$ cat src/rtl/branch_redirect_unit.sv
`default_nettype none
//==============================================================================
// Module      : branch_redirect_unit
// Description : Sits between execute and fetch. When execute completes a taken
//               branch, JAL or JALR, the unit holds flush_if/flush_id high for
//               FLUSH_CYCLES cycles. It then offers the jump target to fetch on
//               a valid/ready handshake. It also counts completed redirects
//               (saturating) and pulses misalign_err for targets that are not
//               4-byte aligned.
// Ports       : clk, reset (async, active-high)
//               ex_done, ex_jump, ex_target    - execute completion + target
//               fetch_ready                    - fetch accepts redirect_pc
//               redirect_valid, redirect_pc    - redirect offer to fetch
//               flush_if, flush_id             - front-end kill strobes
//               busy                           - execute must hold ex_done low
//               misalign_err                   - one-cycle misaligned pulse
//               redirect_count                 - completed redirects
// Revision    : 1.0 - initial release
//==============================================================================
module branch_redirect_unit #(
    parameter int XLEN         = 64,
    parameter int FLUSH_CYCLES = 2,
    parameter int CNT_WIDTH    = 32
) (
    input  logic                 clk,
    input  logic                 reset,
    input  logic                 ex_done,
    input  logic                 ex_jump,
    input  logic [XLEN-1:0]      ex_target,
    input  logic                 fetch_ready,
    output logic                 redirect_valid,
    output logic [XLEN-1:0]      redirect_pc,
    output logic                 flush_if,
    output logic                 flush_id,
    output logic                 busy,
    output logic                 misalign_err,
    output logic [CNT_WIDTH-1:0] redirect_count
);

    typedef enum logic [1:0] {
        ST_IDLE     = 2'd0,
        ST_FLUSH    = 2'd1,
        ST_REDIRECT = 2'd2
    } state_t;

    localparam logic [3:0]           C_FLUSH_LOAD = 4'(FLUSH_CYCLES - 1);
    localparam logic [XLEN-1:0]      C_BIT0_MASK  = {{(XLEN-1){1'b0}}, 1'b1};
    localparam logic [CNT_WIDTH-1:0] C_CNT_ONE    = {{(CNT_WIDTH-1){1'b0}}, 1'b1};

    state_t                 r_state;
    logic [3:0]             r_flush_cnt;
    logic [XLEN-1:0]        r_redirect_pc;
    logic                   r_redirect_valid;
    logic                   r_flush;
    logic                   r_busy;
    logic                   r_misalign;
    logic [CNT_WIDTH-1:0]   r_count;

    logic                   w_jump;
    logic [XLEN-1:0]        w_target_q;

    assign w_jump     = ex_done && ex_jump;
    // JALR semantics: bit 0 of the computed target is always discarded.
    assign w_target_q = ex_target & ~C_BIT0_MASK;

    always_ff @(posedge clk or posedge reset) begin
        if (reset) begin
            r_state          <= ST_IDLE;
            r_flush_cnt      <= 4'd0;
            r_redirect_pc    <= '0;
            r_redirect_valid <= 1'b0;
            r_flush          <= 1'b0;
            r_busy           <= 1'b0;
            r_misalign       <= 1'b0;
            r_count          <= '0;
        end else begin
            r_misalign <= 1'b0;
            case (r_state)
                ST_IDLE: begin
                    if (w_jump) begin
                        if (w_target_q[1]) begin
                            // Not 4-byte aligned: report it and drop the jump.
                            r_misalign <= 1'b1;
                        end else begin
                            r_redirect_pc <= w_target_q;
                            r_flush_cnt   <= C_FLUSH_LOAD;
                            r_flush       <= 1'b1;
                            r_busy        <= 1'b1;
                            r_state       <= ST_FLUSH;
                        end
                    end
                end
                ST_FLUSH: begin
                    if (r_flush_cnt == 4'd0) begin
                        r_flush          <= 1'b0;
                        r_redirect_valid <= 1'b1;
                        r_state          <= ST_REDIRECT;
                    end else begin
                        r_flush_cnt <= r_flush_cnt - 4'd1;
                    end
                end
                ST_REDIRECT: begin
                    // ex_done is not examined here, so a jump arriving on the
                    // handshake cycle is dropped along with any other in-flight one.
                    if (fetch_ready) begin
                        r_redirect_valid <= 1'b0;
                        r_busy           <= 1'b0;
                        r_state          <= ST_IDLE;
                        if (!(&r_count)) begin
                            r_count <= r_count + C_CNT_ONE;
                        end
                    end
                end
                default: begin
                    r_state          <= ST_IDLE;
                    r_redirect_valid <= 1'b0;
                    r_flush          <= 1'b0;
                    r_busy           <= 1'b0;
                end
            endcase
        end
    end

    assign redirect_valid = r_redirect_valid;
    assign redirect_pc    = r_redirect_pc;
    assign flush_if       = r_flush;
    assign flush_id       = r_flush;
    assign busy           = r_busy;
    assign misalign_err   = r_misalign;
    assign redirect_count = r_count;

endmodule
`default_nettype wire

$ cat config.mk
export PLATFORM = sky130hd
export DESIGN_NAME = branch_redirect_unit
export DESIGN_NICKNAME = d
export VERILOG_FILES = /design/src/rtl/branch_redirect_unit.sv
export SDC_FILE = /design/constraint.sdc
export NUM_CORES = 1
export LEC_CHECK = 0
export CAP_MARGIN = 10
export CORE_MARGIN = 10
export CORE_UTILIZATION = 44
export DETAILED_ROUTE_END_ITERATION = 7
export PLACE_DENSITY = 0.81
export SYNTH_ARGS = -nofsm -noshare
export SYNTH_HDL_FRONTEND = slang
export SYNTH_SLANG_ARGS = --single-unit
$ cat constraint.sdc
create_clock -name clk -period 4.7 [get_ports clk]
set_input_delay 0.94 -clock clk [delete_from_list [all_inputs] [get_ports clk]]
set_output_delay 0.94 -clock clk [all_outputs]
set_load 0.005 [all_outputs]
## After elaboration in Yosys (flattened, before gate mapping)

Cells that the tools add are included.

| cells by class | value |
|---|---|
| add/sub/neg operators | 2 |
| multiplexer cells | 20 |
| reduce and logical (&&, ||, !) cells | 12 |
| bitwise gates (word level) | 5 |
| eq/ne operators | 7 |

Operator list:

| kind | number |
|---|---|
| $add 32x1->32 const B | 1 |
| $reduce_and 32->1 | 1 |
| $reduce_and 4->1 | 4 |
| $mux 4 | 3 |
| $ne 2x2->1 const B | 5 |
| $pmux 1 s3 | 3 |
| $reduce_and 3->1 | 3 |
| $mux 1 | 8 |
| $mux 2 | 4 |
| $pmux 4 s2 | 1 |
| $pmux 2 s3 | 1 |
| $not 1->1 | 5 |
| $logic_not 4->1 | 1 |
| $sub 4x1->4 const B | 1 |
| $eq 2x1->1 const B | 1 |
| $eq 2x2->1 const B | 1 |
| $logic_not 2->1 | 1 |
| $reduce_bool 2->1 | 1 |
| $logic_and 1x1->1 | 1 |

| word-level totals | value |
|---|---|
| input port bits | 69 |
| logic and storage cells | 54 |
| register bits | 104 |

## Depth between registers and ports, before layout

| depth | value |
|---|---|
| depth in word-level cells | 3 |
| gate-level depth with buffers | 7 |

## Worst setup path after synthesis

OpenSTA, ideal clock, no wires.

| path | value |
|---|---|
| kind | input to register |
| from | input port ex_done |
| to | register r_redirect_pc[12] (netlist: redirect_pc[12]) |
| arrival time | 1.961 ns |
| required time | 4.575 ns |
| path slack | 2.614 ns |
| cell stages on the path | 5 |
| setup time | 0.125 ns |
| cell sequence | nand3b_1 -> nor3_1 -> buf_2 -> buf_2 -> mux2_2 |

| on the way | value |
|---|---|
| longest elaborated chain between the ends | 2 |

Ends and longest elaborated chain:

| item | line | source |
|---|---|---|
| from (decl) | 27 | `input logic ex_done,` |
| $logic_and 1x1->1 | 62 | `assign w_jump = ex_done && ex_jump;` |
| $reduce_and 3->1 (no source line) | - |  |
| to (signal assigned) | 85 | `r_redirect_pc <= w_target_q;` |
| to (decl) | 52 | `logic [XLEN-1:0] r_redirect_pc;` |

Every way passes these cells.
A chain may end at the register's enable or synchronous reset.

## Worst setup path after layout

| path | value |
|---|---|
| from | input port ex_done |
| to | register r_redirect_pc[47] (netlist: redirect_pc[47]) |

Same word-level chain as after synthesis.

==> qor.yml <==
route:
  dr.pass1.iters: 4
  wl_met2_mm: 5.78
  wl_met3_mm: 1.23
  highest_layer: "met4"
  drt-met1-wl_mm: 4.21
  vias_per_cell: 4.94
  first_iter_violations: 114
  drc_errors: 0
  ant_nets: 0
  vias: 3168
  wl_per_cell_um: 17.7
  routed_wl_mm: 11.3
status:
  status: "finished, final reports clean"
floorplan:
  boundaryPins: 170
  die_w_um: 120
  coreArea_um2: 9730
  fp-row-count: 36
  dieArea_um2: 14300
  die_h_um: 120
  initial_utilization: 0.450
synthesis:
  syn_area_um2: 4380
  syn_inst: 335
  synth_area_leaders: "dfrtp_1 (59%), mux2_2 (16%), xnor2_1 (3.2%)"
  ys_seq_area_frac: 0.594
  synthArstFlopShare: 1.00
  yosysWarnings: 0
  synth.avg_cell_area_um2: 13.1
  ys_seq_elements: 104
  synth_area_leader_cell: "dfrtp_1"
  ys.flop_type: "dfrtp_1"
  yosysTopAreaCellShare: 0.594
  synth-edff-count: 0
  ys_types: 36
pwr:
  seqPwrFrac: 0.434
  p_sw_frac: 0.267
  power_density_nw_per_um2: 503
  p_leak_nw: 2.70
  switchingPower_w: 0.000858
  combPwrFrac: 0.369
  worst_ir_drop_vdd_v: 0.000370
  total_power_w: 0.00322
  clock_power_share: 0.197
  p_int_w: 0.00236
sta:
  rsz0062_at_grt: "no"
  max_freq_mhz: 394
  relSlewSlack: 0.396
  fin_tns_setup_ns: 0
  slew_viol_final: 0
  period_share: 0.540
  finalHoldViolCount: 0
  setup_viol: 0
  fin_skew_ns: 0.00837
  worstMarginPinSlew_ns: 0.906
  period_needed_ns: 2.54
setup_path:
  crit_end: "redirect_pc[47]"
  crit_required_ns: 4.94
  cp_max_fo: 65
  r2r-start: "redirect_count[0]"
  reg2reg_to: "redirect_count[29]"
  critPathBufInv: 2
  slowest_delay_ns: 0.63
  crit_cells: 5
  crit_path_end_kind: "flop"
  worstPathCellList: "clkdlybuf4s50_1 > nand3b_1 > nor3_2 > buf_4 > mux2_2"
  startpoint: "ex_done"
  critical_path_class: "in2reg"
  crit_slowest_cell: "buf_4"
  critPathTopFamily: "buffers and inverters"
  r2r_slack_ns: 2.60
  cp_data_arrival_time_ns: 2.78
  worstSetupStartpointType: "input port"
  rr_worst_depth: 6
job:
  cap_violations: 0
placement:
  gp_congestion: 0.796
  hpwl_mm: 8.81
  port_buffers: 166
grt:
  grt_max_degree: 76
  track_usage: 0.156
  grt_pass1_wl_mm: 18.2
  grt_pass1_vias: 3425
  grt_antenna_before_repair: 0
  grt_overflow: 0
min_path:
  whs_path_depth: 1
  hp-class: "reg2reg"
clock_network:
  clk_latency_ns: 0.35
  clock_sinks: 104
  cts_buffer_depth: 2
  path_clk_slew_ns: 0.09
  cts_resized: 0
  cts_tree: "built"
  root_buffer: "clkbuf_8"
  postCtsSetupBuffers: 0
  htree_levels: 3
  holdBufCountCts: 0
  cts_buffers: 9
cells_and_area:
  diodes: 0
  fin_nets: 575
  nFillCells: 769
  final_cell_mix: "clkdlybuf4s50_1 (166), dfrtp_1 (104), mux2_2 (62)"
  syn2layout_area_growth_pct: 46.2
  drive_above_1_share: 0.179
  layout_commonest_cell: "clkdlybuf4s50_1"
## cell usage after synthesis (all sizes together) (4+ instances only)
cell and n:
and3 4, nor3 11, nor4 5, nand4 15, nor2 19, a21oi 5, nand2 22, dfrtp 104
nand3 11, inv 5, mux2 62, xnor2 16, buf 12, xor2 15
## cells by family (layout without fill, tap and decap cells)
family          after synthesis  count (layout)  share of synthesized area
mux                          62              62                      0.159
xor+xnor                     31              31                     0.0620
other cells                   1               2                   0.000857
flops                       104             104                      0.594
fa+ha+maj                     3               3                    0.00857
compound gates               13              13                     0.0200
simple gates                103             103                      0.134
buf+inv                      18             190                     0.0206
## metal layers
metal | vias to the layer above | GRT usage
met3 | 8 | 0.0835
met2 | 108 | 0.269
li1 | 1511 | -
met1 | 1541 | 0.163
met4 | 0 | 0.0422
met5 | - | 0
## how the worst min path moves through the flow
stage / start / to
finish: r_flush_cnt[0] / r_flush_cnt[0]
global route: redirect_pc[31] / redirect_pc[31]
CTS: r_flush_cnt[0] / r_flush_cnt[0]
detailed placement: r_flush_cnt[0] / r_flush_cnt[0]
global placement: redirect_count[23] / redirect_count[23]
floorplan: r_flush_cnt[0] / r_flush_cnt[0]
## final cells by class
type	count	area [um2]	share of cell area
clock inverter	2	60.1	0.00938
timing repair buffer	169	1680	0.263
inverter	5	21.3	0.00332
tap	133	166	0.0260
sequential	104	2600	0.407
multi-input combinational	214	1690	0.265
clock buffer	14	173	0.0270
## flip-flops by register name (all words and copies together) (netlist names)
signal / count
redirect_pc: 62
flush_id: 1
busy: 1
redirect_valid: 1
r_state: 2
redirect_count: 32
r_flush_cnt: 4
misalign_err: 1
## power groups by stage
stage / Sequential (W) / Clock, W / Combinational, W
floorplan: 0.00142 / 0 / 0.000412
global placement: 0.00139 / 0 / 0.00118
detailed placement: 0.00142 / 0 / 0.00121
CTS: 0.00140 / 0.000653 / 0.00121
global route: 0.00145 / 0.000685 / 0.00128
finish: 0.00140 / 0.000633 / 0.00119
## through the flow
step	instances	utilization	setup slack [ns]	hold WS (ns)	area, um2
floorplan	336	-	1.03	0.462	4380
global placement	625	0.634	1.81	0.478	6170
detailed placement	625	0.634	1.78	0.488	6170
CTS	641	0.658	2.17	0.499	6400
global route	641	0.658	2.00	0.522	6400
finish	641	0.658	2.16	0.496	6400
Power figures use the tool's default switching activity.
